`src/rtl/riscv_mem_pkg.sv`:
```
// Shared encodings for the memory stage:
// access kinds, funct3 widths, exception causes, FSM states.
package riscv_mem_pkg;

    localparam logic [1:0] LS_NONE  = 2'd0;
    localparam logic [1:0] LS_LOAD  = 2'd1;
    localparam logic [1:0] LS_STORE = 2'd2;

    localparam logic [2:0] F3_B  = 3'd0;
    localparam logic [2:0] F3_H  = 3'd1;
    localparam logic [2:0] F3_W  = 3'd2;
    localparam logic [2:0] F3_BU = 3'd4;
    localparam logic [2:0] F3_HU = 3'd5;

    localparam logic [1:0] CAUSE_LD_MIS = 2'd0;
    localparam logic [1:0] CAUSE_ST_MIS = 2'd1;
    localparam logic [1:0] CAUSE_BUS    = 2'd2;

    typedef enum logic [1:0] {
        ST_IDLE,
        ST_ISSUE,
        ST_DONE
    } state_t;

    // funct3[1:0]: 00 byte, 01 half, else word
    function automatic logic misaligned(
        input logic [2:0] f3,
        input logic [1:0] a
    );
        logic m;
        case (f3[1:0])
            2'b00:   m = 1'b0;
            2'b01:   m = a[0];
            default: m = (a != 2'b00);
        endcase
        return m;
    endfunction

endpackage

```
`src/rtl/mem_align.sv`:
```
// Byte-lane steering for stores and
// alignment/extension for loads.
module mem_align
    import riscv_mem_pkg::*;
(
    input  logic [2:0]  funct3,
    input  logic [1:0]  addr,
    input  logic [31:0] st_data,
    input  logic [31:0] rdata,
    output logic [3:0]  be,
    output logic [31:0] lane_data,
    output logic [31:0] ld_data,
    output logic        mis
);

    logic [31:0] sh;
    logic        uns;

    // lane enables, replicated store data, extended load data
    always_comb begin
        sh        = rdata >> {addr, 3'b000};
        uns       = funct3[2];
        be        = 4'b1111;
        lane_data = st_data;
        ld_data   = sh;
        case (funct3[1:0])
            2'b00: begin
                be        = 4'b0001 << addr;
                lane_data = {4{st_data[7:0]}};
                ld_data   = {{24{sh[7] & ~uns}}, sh[7:0]};
            end
            2'b01: begin
                be        = 4'b0011 << addr;
                lane_data = {2{st_data[15:0]}};
                ld_data   = {{16{sh[15] & ~uns}}, sh[15:0]};
            end
            default: begin
                be        = 4'b1111;
                lane_data = st_data;
                ld_data   = sh;
            end
        endcase
        mis = misaligned(funct3, addr);
    end

endmodule

```
`src/rtl/stage_mem.sv`:
```
// Memory stage: runs one load/store per instruction
// over req/ack and hands a writeback record onward.
module stage_mem
    import riscv_mem_pkg::*;
#(
    parameter int unsigned TIMEOUT = 0
)
(
    input  logic        clk,
    input  logic        reset_n,
    input  logic        mem_valid,
    input  logic [31:0] mem_pc,
    input  logic [1:0]  mem_ls,
    input  logic [2:0]  mem_funct3,
    input  logic [31:0] mem_addr,
    input  logic [31:0] mem_wdata,
    input  logic [4:0]  mem_reg,
    output logic        mem_stall,
    output logic        dmem_req,
    output logic        dmem_we,
    output logic [31:0] dmem_addr,
    output logic [3:0]  dmem_be,
    output logic [31:0] dmem_wdata,
    input  logic        dmem_ack,
    input  logic [31:0] dmem_rdata,
    output logic        wb_valid,
    output logic [31:0] wb_pc,
    output logic [4:0]  wb_reg,
    output logic [31:0] wb_data,
    input  logic        wb_stall,
    output logic        exc_valid,
    output logic [31:0] exc_pc,
    output logic [1:0]  exc_cause
);

    state_t      state, state_nx, target;
    logic [31:0] s_pc, s_addr, s_wdata, s_res, cnt;
    logic [1:0]  s_ls, s_cause;
    logic [2:0]  s_funct3;
    logic [4:0]  s_reg;
    logic        s_exc;

    logic        s_valid, ack_now, exc_now, timeout_hit;
    logic        w_free, s_adv, accept;
    logic        in_ldst, in_mis, s_load;
    logic [3:0]  al_be;
    logic [31:0] al_lane, al_ld;
    logic        al_mis;

    mem_align u_align (
        .funct3    (s_funct3),
        .addr      (s_addr[1:0]),
        .st_data   (s_wdata),
        .rdata     (dmem_rdata),
        .be        (al_be),
        .lane_data (al_lane),
        .ld_data   (al_ld),
        .mis       (al_mis)
    );

    assign s_valid     = (state != ST_IDLE);
    assign s_load      = (s_ls == LS_LOAD);
    assign ack_now     = (state == ST_ISSUE) && dmem_ack;
    assign timeout_hit = (TIMEOUT != 0) && (state == ST_ISSUE)
                         && !dmem_ack && (cnt == TIMEOUT - 1);
    assign exc_now     = (state == ST_DONE) && s_exc;
    assign w_free      = !wb_valid || !wb_stall;
    assign s_adv       = exc_now ||
                         ((((state == ST_DONE) && !s_exc) || ack_now)
                          && w_free);
    assign mem_stall   = s_valid && !s_adv;
    assign accept      = mem_valid && !mem_stall;
    assign in_ldst     = (mem_ls == LS_LOAD) || (mem_ls == LS_STORE);
    assign in_mis      = in_ldst && misaligned(mem_funct3, mem_addr[1:0]);
    assign target      = (in_ldst && !in_mis) ? ST_ISSUE : ST_DONE;

    // state register
    always_ff @(posedge clk or negedge reset_n) begin
        if (!reset_n) state <= ST_IDLE;
        else          state <= state_nx;
    end

    // next state: capture, bus completion, timeout, release
    always_comb begin
        state_nx = state;
        if (state == ST_IDLE) begin
            if (accept) state_nx = target;
        end else if (s_adv) begin
            state_nx = accept ? target : ST_IDLE;
        end else if (ack_now || timeout_hit) begin
            state_nx = ST_DONE;
        end
    end

    // bus and exception outputs, quiet outside their states
    always_comb begin
        dmem_req   = (state == ST_ISSUE) && !al_mis;
        dmem_we    = dmem_req && (s_ls == LS_STORE);
        dmem_addr  = dmem_req ? {s_addr[31:2], 2'b00} : 32'h0;
        dmem_be    = dmem_req ? al_be : 4'h0;
        dmem_wdata = dmem_req ? al_lane : 32'h0;
        exc_valid  = exc_now;
        exc_pc     = exc_now ? s_pc : 32'h0;
        exc_cause  = exc_now ? s_cause : 2'd0;
    end

    // S: captured instruction plus partial result and fault info
    always_ff @(posedge clk or negedge reset_n) begin
        if (!reset_n) begin
            s_pc     <= '0;
            s_ls     <= '0;
            s_funct3 <= '0;
            s_addr   <= '0;
            s_wdata  <= '0;
            s_reg    <= '0;
            s_res    <= '0;
            s_exc    <= 1'b0;
            s_cause  <= '0;
        end else if (accept) begin
            s_pc     <= mem_pc;
            s_ls     <= mem_ls;
            s_funct3 <= mem_funct3;
            s_addr   <= mem_addr;
            s_wdata  <= mem_wdata;
            s_reg    <= (mem_ls == LS_STORE) ? 5'd0 : mem_reg;
            s_res    <= in_ldst ? 32'h0 : mem_addr;
            s_exc    <= in_mis;
            s_cause  <= (mem_ls == LS_STORE) ? CAUSE_ST_MIS
                                              : CAUSE_LD_MIS;
        end else if (ack_now) begin
            if (s_load) s_res <= al_ld;
        end else if (timeout_hit) begin
            s_exc   <= 1'b1;
            s_cause <= CAUSE_BUS;
        end
    end

    // cycles spent waiting for ack
    always_ff @(posedge clk or negedge reset_n) begin
        if (!reset_n)                cnt <= '0;
        else if (accept)             cnt <= '0;
        else if (state == ST_ISSUE)  cnt <= cnt + 32'd1;
    end

    // W: writeback record, held while the write stage stalls
    always_ff @(posedge clk or negedge reset_n) begin
        if (!reset_n) begin
            wb_valid <= 1'b0;
            wb_pc    <= '0;
            wb_reg   <= '0;
            wb_data  <= '0;
        end else if (s_adv && !exc_now) begin
            wb_valid <= 1'b1;
            wb_pc    <= s_pc;
            wb_reg   <= s_reg;
            wb_data  <= (ack_now && s_load) ? al_ld : s_res;
        end else if (w_free) begin
            wb_valid <= 1'b0;
        end
    end

endmodule

```
`config.mk`:
```
export PLATFORM = sky130hd
export DESIGN_NAME = stage_mem
export DESIGN_NICKNAME = d
export VERILOG_FILES = /design/src/rtl/riscv_mem_pkg.sv /design/src/rtl/mem_align.sv /design/src/rtl/stage_mem.sv
export SDC_FILE = /design/constraint.sdc
export NUM_CORES = 1
export LEC_CHECK = 0
export ABC_AREA = 1
export BUFFER_PORTS_ARGS = -buffer_cell sky130_fd_sc_hd__clkbuf_2
export CORE_MARGIN = 5
export CORE_UTILIZATION = 30
export DETAILED_ROUTE_END_ITERATION = 8
export HOLD_SLACK_MARGIN = 0.08
export PLACE_DENSITY = 0.6
export SKIP_LAST_GASP = 1
export SYNTH_ARGS = -nofsm -noshare
export SYNTH_HDL_FRONTEND = slang
export SYNTH_SLANG_ARGS = --single-unit
```
`constraint.sdc`:
```
create_clock -name clk -period 2.1 [get_ports clk]
set_clock_uncertainty 0.1 [all_clocks]
set_input_delay 0.63 -clock clk [delete_from_list [all_inputs] [get_ports clk]]
set_output_delay 0.63 -clock clk [all_outputs]
set_load 0.02 [all_outputs]
```
# Word-level counts from Yosys, hierarchy flattened
# Cells that the tools add are included.
[op_classes] eq_ne=9 shift=3 n_mux=25 bitwise=3 reduce_logical=36
[ops] cell="$mux W32" count=8
[ops] cell="$pmux W32 S2" count=2
[ops] cell="$shr A32 B5 Y32" count=1
[ops] cell="$mux W2" count=7
[ops] cell="$logic_and A1 B1 Y1" count=12
[ops] cell="$reduce_bool A2 Y1" count=6
[ops] cell="$eq A2 B1 Y1 const B" count=5
[ops] cell="$logic_not A1 Y1" count=8
[ops] cell="$pmux W4 S2" count=1
[ops] cell="$eq A2 B2 Y1 const B" count=3
[ops] cell="$logic_not A2 Y1" count=3
[ops] cell="$mux W5" count=1
[ops] cell="$logic_or A1 B1 Y1" count=4
[ops] cell="$mux W4" count=1
[ops] cell="$pmux W1 S2" count=2
[ops] cell="$reduce_and A2 Y1" count=2
[ops] cell="$shl A1 B2 Y4 const A" count=1
[ops] cell="$shl A2 B2 Y4 const A" count=1
[ops] cell="$mux W1" count=3
[ops] cell="$reduce_bool A3 Y1" count=1
[ops] cell="$and A1 B1 Y1" count=2
[ops] cell="$ne A2 B2 Y1 const B" count=1
[ops] cell="$not A1 Y1" count=1
[totals] register_bits=213 inputBits=143 output_inout_bits=176 elab_cells=90

# Depth between registers and ports, before layout
[depth] word_depth=12 mapped_depth=10 mapped_depth_nobuf=9

# Cells and area by module
# From an unflattened synthesis, not the netlist that was laid out.
[unflattened] hier_cells=1544 hier_area_um2=11031.8
[modules_own_cells] mod="stage_mem" instances=1 cells_each=1299 area_per_inst_um2=9829.4 seq_area_each_um2=5305.1
[modules_own_cells] mod="mem_align" instances=1 cells_each=245 area_per_inst_um2=1202.4 seq_area_each_um2=0.0

# Worst setup path before layout
# No wires, ideal clock.
[synth_timing] kind="reg-to-output" startpoint="register s_addr[0]" endpoint="output port dmem_we" arrival_ps=1771 t_required_ps=1370 slack_ps=-401 stages_incl_launch_ff=8 path_buffers=2 path_cell_list="dfrtp_1 -> buf_2 -> inv_2 -> nor2_1 -> nor3_4 -> inv_2 -> buf_2 -> nor3_1"
[synth_via] elab_chain_cells=5
[synth_lines] item="start, declared" line_no="stage_mem.sv:37" text="logic [31:0] s_pc, s_addr, s_wdata, s_res, cnt;"
[synth_lines] item="start signal, assigned" line_no="stage_mem.sv:123" text="s_addr <= mem_addr;"
[synth_lines] item="$reduce_bool A2 Y1" line_no="riscv_mem_pkg.sv:34" text="default: m = (a != 2'b00);"
[synth_lines] item="$pmux W1 S2 (*)" line_no="riscv_mem_pkg.sv:31" text="case (f3[1:0])"
[synth_lines] item="$logic_not A1 Y1 (*)" line_no="stage_mem.sv:97" text="dmem_req = (state == ST_ISSUE) && !al_mis;"
[synth_lines] item="$logic_and A1 B1 Y1 (*)" line_no="stage_mem.sv:97"
[synth_lines] item="via dmem_req" line_no="stage_mem.sv:19" text="output logic dmem_req,"
[synth_lines] item="$logic_and A1 B1 Y1 (*)" line_no="stage_mem.sv:98" text="dmem_we = dmem_req && (s_ls == LS_STORE);"
[synth_lines] item="end, declared" line_no="stage_mem.sv:20" text="output logic dmem_we,"
# The timed path passes the listed nets; every way through them passes the cells marked *.

# Final worst setup path
[layout_timing] startpoint="register s_funct3[0]" endpoint="output port dmem_we"
[layout_via] elab_chain_cells=5 word_cells_on_any_way=6 classes_between="eq/ne (1); mux (1); reduce/logical (4)"
[layout_lines] item="start, declared" line_no="stage_mem.sv:39" text="logic [2:0] s_funct3;"
[layout_lines] item="start signal, assigned" line_no="stage_mem.sv:122" text="s_funct3 <= mem_funct3;"
[layout_lines] item="$eq A2 B1 Y1 or $logic_not A2 Y1 (tied branches)" line_no="riscv_mem_pkg.sv:31"
[layout_lines] item="$pmux W1 S2 (*)" line_no="riscv_mem_pkg.sv:31"
[layout_lines] item="$logic_not A1 Y1 (*)" line_no="stage_mem.sv:97"
[layout_lines] item="$logic_and A1 B1 Y1 (*)" line_no="stage_mem.sv:97"
[layout_lines] item="$logic_and A1 B1 Y1 (*)" line_no="stage_mem.sv:98"
# Every way passes the cells marked *; elsewhere a longest branch is shown, timed or not.

==> results.json <==
{
  "outcome": "finished, violations left",
  "violations": "setup timing",
  "multi_input_area_sq_mm": 0.00487,
  "avgSynthCellArea_sq_um": 7.70,
  "yosysTopAreaCell": "dfrtp_1",
  "drt-wirelength-per-cell_microns": 18.4,
  "drive_gt1_frac": 0.351,
  "worst_path_max_delay_cell": "dfrtp_1",
  "worstPathMaxFanout": 6,
  "netlist_top_cells_area": "dfrtp_1, nand2_1, nand3_1",
  "place_congestion": 0.860,
  "p_total_mw": 23.8,
  "grt.overflow.total": 0,
  "cp-end-kind": "output port",
  "syn2layout_area_growth_pct": 52.1,
  "setup_viol": 103,
  "drc_errors": 0,
  "grtUsageTotal": 0.201,
  "cp_common_cell": "nor3_4",
  "portBuffers": 315,
  "die_area_sq_mm": 0.0380,
  "die_x_microns": 195,
  "critPathBufInv": 4,
  "ys_types": 30,
  "max_freq_mhz": 354,
  "clk_latency_ns": 0.55,
  "p_leak_nw": 7.91,
  "ir_drop_v": 0.000753,
  "fin_crit_ns": 2.82,
  "finalHoldViolCount": 0,
  "worstSetupPathType": "reg -> out",
  "p_per_area_mw_per_mm2": 1520,
  "cp.required_ns": 1.37,
  "synthArstFlopShare": 1.00,
  "hold-worst-slack_ns": 0.176,
  "max_stage_delay_ns": 0.41,
  "rsz0062_at_grt": "yes",
  "synth_edf_count": 0,
  "io_pins": 319,
  "hp-class": "in -> reg",
  "fillCellCount": 3270,
  "path_clk_slew_ns": 0.06,
  "fin_ws_ns": -0.722,
  "cap_violations": 0,
  "cts-buffers-inserted": 25,
  "final_util": 0.464,
  "die_height_microns": 195,
  "htree_levels": 1,
  "routed_wl_microns": 39500,
  "cp-start-kind": "flop",
  "drtIter0Drc": 654,
  "r2r_slack_ns": 0.06,
  "row_count": 67,
  "seq_area_frac_synth": 0.517,
  "seq_area_sq_mm": 0.00531,
  "drv_slew": 0,
  "core_sq_mm": 0.0336,
  "num_vias": 10316,
  "vias_per_cell": 4.82,
  "dp_worst_setup_slack_ns": -0.220,
  "yosys_warnings": 0,
  "synth.ff_latch_count": 212,
  "dr.pass1.iters": 5,
  "layout.nets": 1815,
  "clock-sinks": 212,
  "grt_pass1_vias": 10432,
  "crit_arrival_ns": 2.09,
  "cp_top_family": "buffers and inverters",
  "grt_pass1_wl_microns": 61300,
  "dp_hpwl_microns": 26100,
  "grt_max_degree": 59,
  "netlist_instances": 1333,
  "antenna_found_initial": 3,
  "start_util": 0.305,
  "clockRootBuffer": "clkbuf_16",
  "cts_tree": "built",
  "fin_crit_sh": 1.34,
  "synth_top_area_share": 0.517,
  "synth.cell_area_sq_mm": 0.0103,
  "ant_nets": 0,
  "path_cells": "nand2_4 -> nor2_4 -> nor3_4 -> clkinv_4 -> buf_12 -> buf_16 -> nor3_4 -> buf_6",
  "clockBufferDepth": 3,
  "synth_flop_cell": "dfrtp_1"
}
==> cell usage after synthesis (2+ instances only) <==
cell,count
nand3b_1,8
buf_6,5
buf_4,13
nor2_2,2
o22ai_1,8
nand3_1,141
a21oi_1,72
o21ai_0,74
clkbuf_1,27
inv_2,6
o21ai_1,10
or2_2,18
dfrtp_1,212
buf_1,7
nor3_1,9
nand4_1,24
buf_2,41
nand2_1,361
nand2_2,2
nand3_2,3
nor2_1,184
inv_1,98
==> where the power goes <==
part	leakage (nW)	total [mW]	switching (mW)	internal, mW
Combinational	4.88	12.0	7.67	4.36
Clock	0.442	4.74	1.84	2.90
Sequential	2.59	7.01	1.02	5.99
==> metal layers <==
metal,GRT usage,vias up,share of wire
li1,-,4931,-
met1,0.264,4914,0.41
met2,0.334,391,0.48
met3,0.0417,80,0.072
met4,0.0613,0,0.033
met5,0,-,0
==> worst min-delay path, cell delays in order <==
cell	delay [ns]
clkbuf_2	0.07
nand2_1	0.04
nand2_1	0.04
==> layout make-up <==
cell class	count	area share
Inverter	105	0.0264
Clock buffer	35	0.0463
Multi-Input combinational cell	924	0.312
Sequential cell	212	0.340
Antenna cell	2	0.000321
Clock inverter	11	0.0111
Tap cell	448	0.0359
Timing Repair Buffer	403	0.228
==> timing repair <==
action,CTS,global route
setup buffers,20,10
hold endpoints to repair,21,0
gates cloned,10,1
setup endpoints to repair,103,184
pin swaps,8,10
hold buffers,1,0
gates resized for setup,241,144
==> layout by cell type (no fill, tap or decap), drive strengths merged <==
master / n
nand2: 364
clkbuf: 291
dfrtp: 212
nor2: 186
buf: 145
nand3: 144
inv: 104
o21ai: 84
a21oi: 72
nand4: 24
or2: 18
nor3: 10
o22ai: 8
nand3b: 8
clkinv: 7
bufinv: 4
conb: 3
diode: 2
o211ai: 1
a31oi: 1
ha: 1
clkinvlp: 1
bufbuf: 1
dlygate4sd3: 1
==> final timing paths <==
path                              from           to  cells past startpoint
min in group asynchronous      reset_n   s_addr[20]                      2
max reg2reg                s_funct3[1]  wb_data[21]                     10
min reg2reg                   s_reg[2]    wb_reg[2]                      2
max in group asynchronous      reset_n    s_addr[0]                      3
min                         mem_reg[2]     s_reg[2]                      3
max                        s_funct3[0]      dmem_we                      8
==> kinds of logic (layout without fill, tap and decap cells) <==
logic type               after synthesis  in the layout  synth area share
AO/OA/AOI/OAI                        166            166            0.0823
other                                  1              5          0.000365
flip-flops                           212            212             0.517
adder cells (fa/ha/maj)                1              1           0.00122
AND/OR/NAND/NOR                      754            754             0.312
buffers and inverters                199            554            0.0873
==> metrics by stage <==
step,cell area (sq um),setup TNS (ns),instances
after floorplan,10700,-8.02,1335
after global placement,13000,-7.62,2057
after detailed placement,13000,-9.41,2057
after CTS,15200,-61.20,2133
after global routing,15600,-68.48,2140
final,15600,-57.17,2140
(Power assumes the default switching activity.)
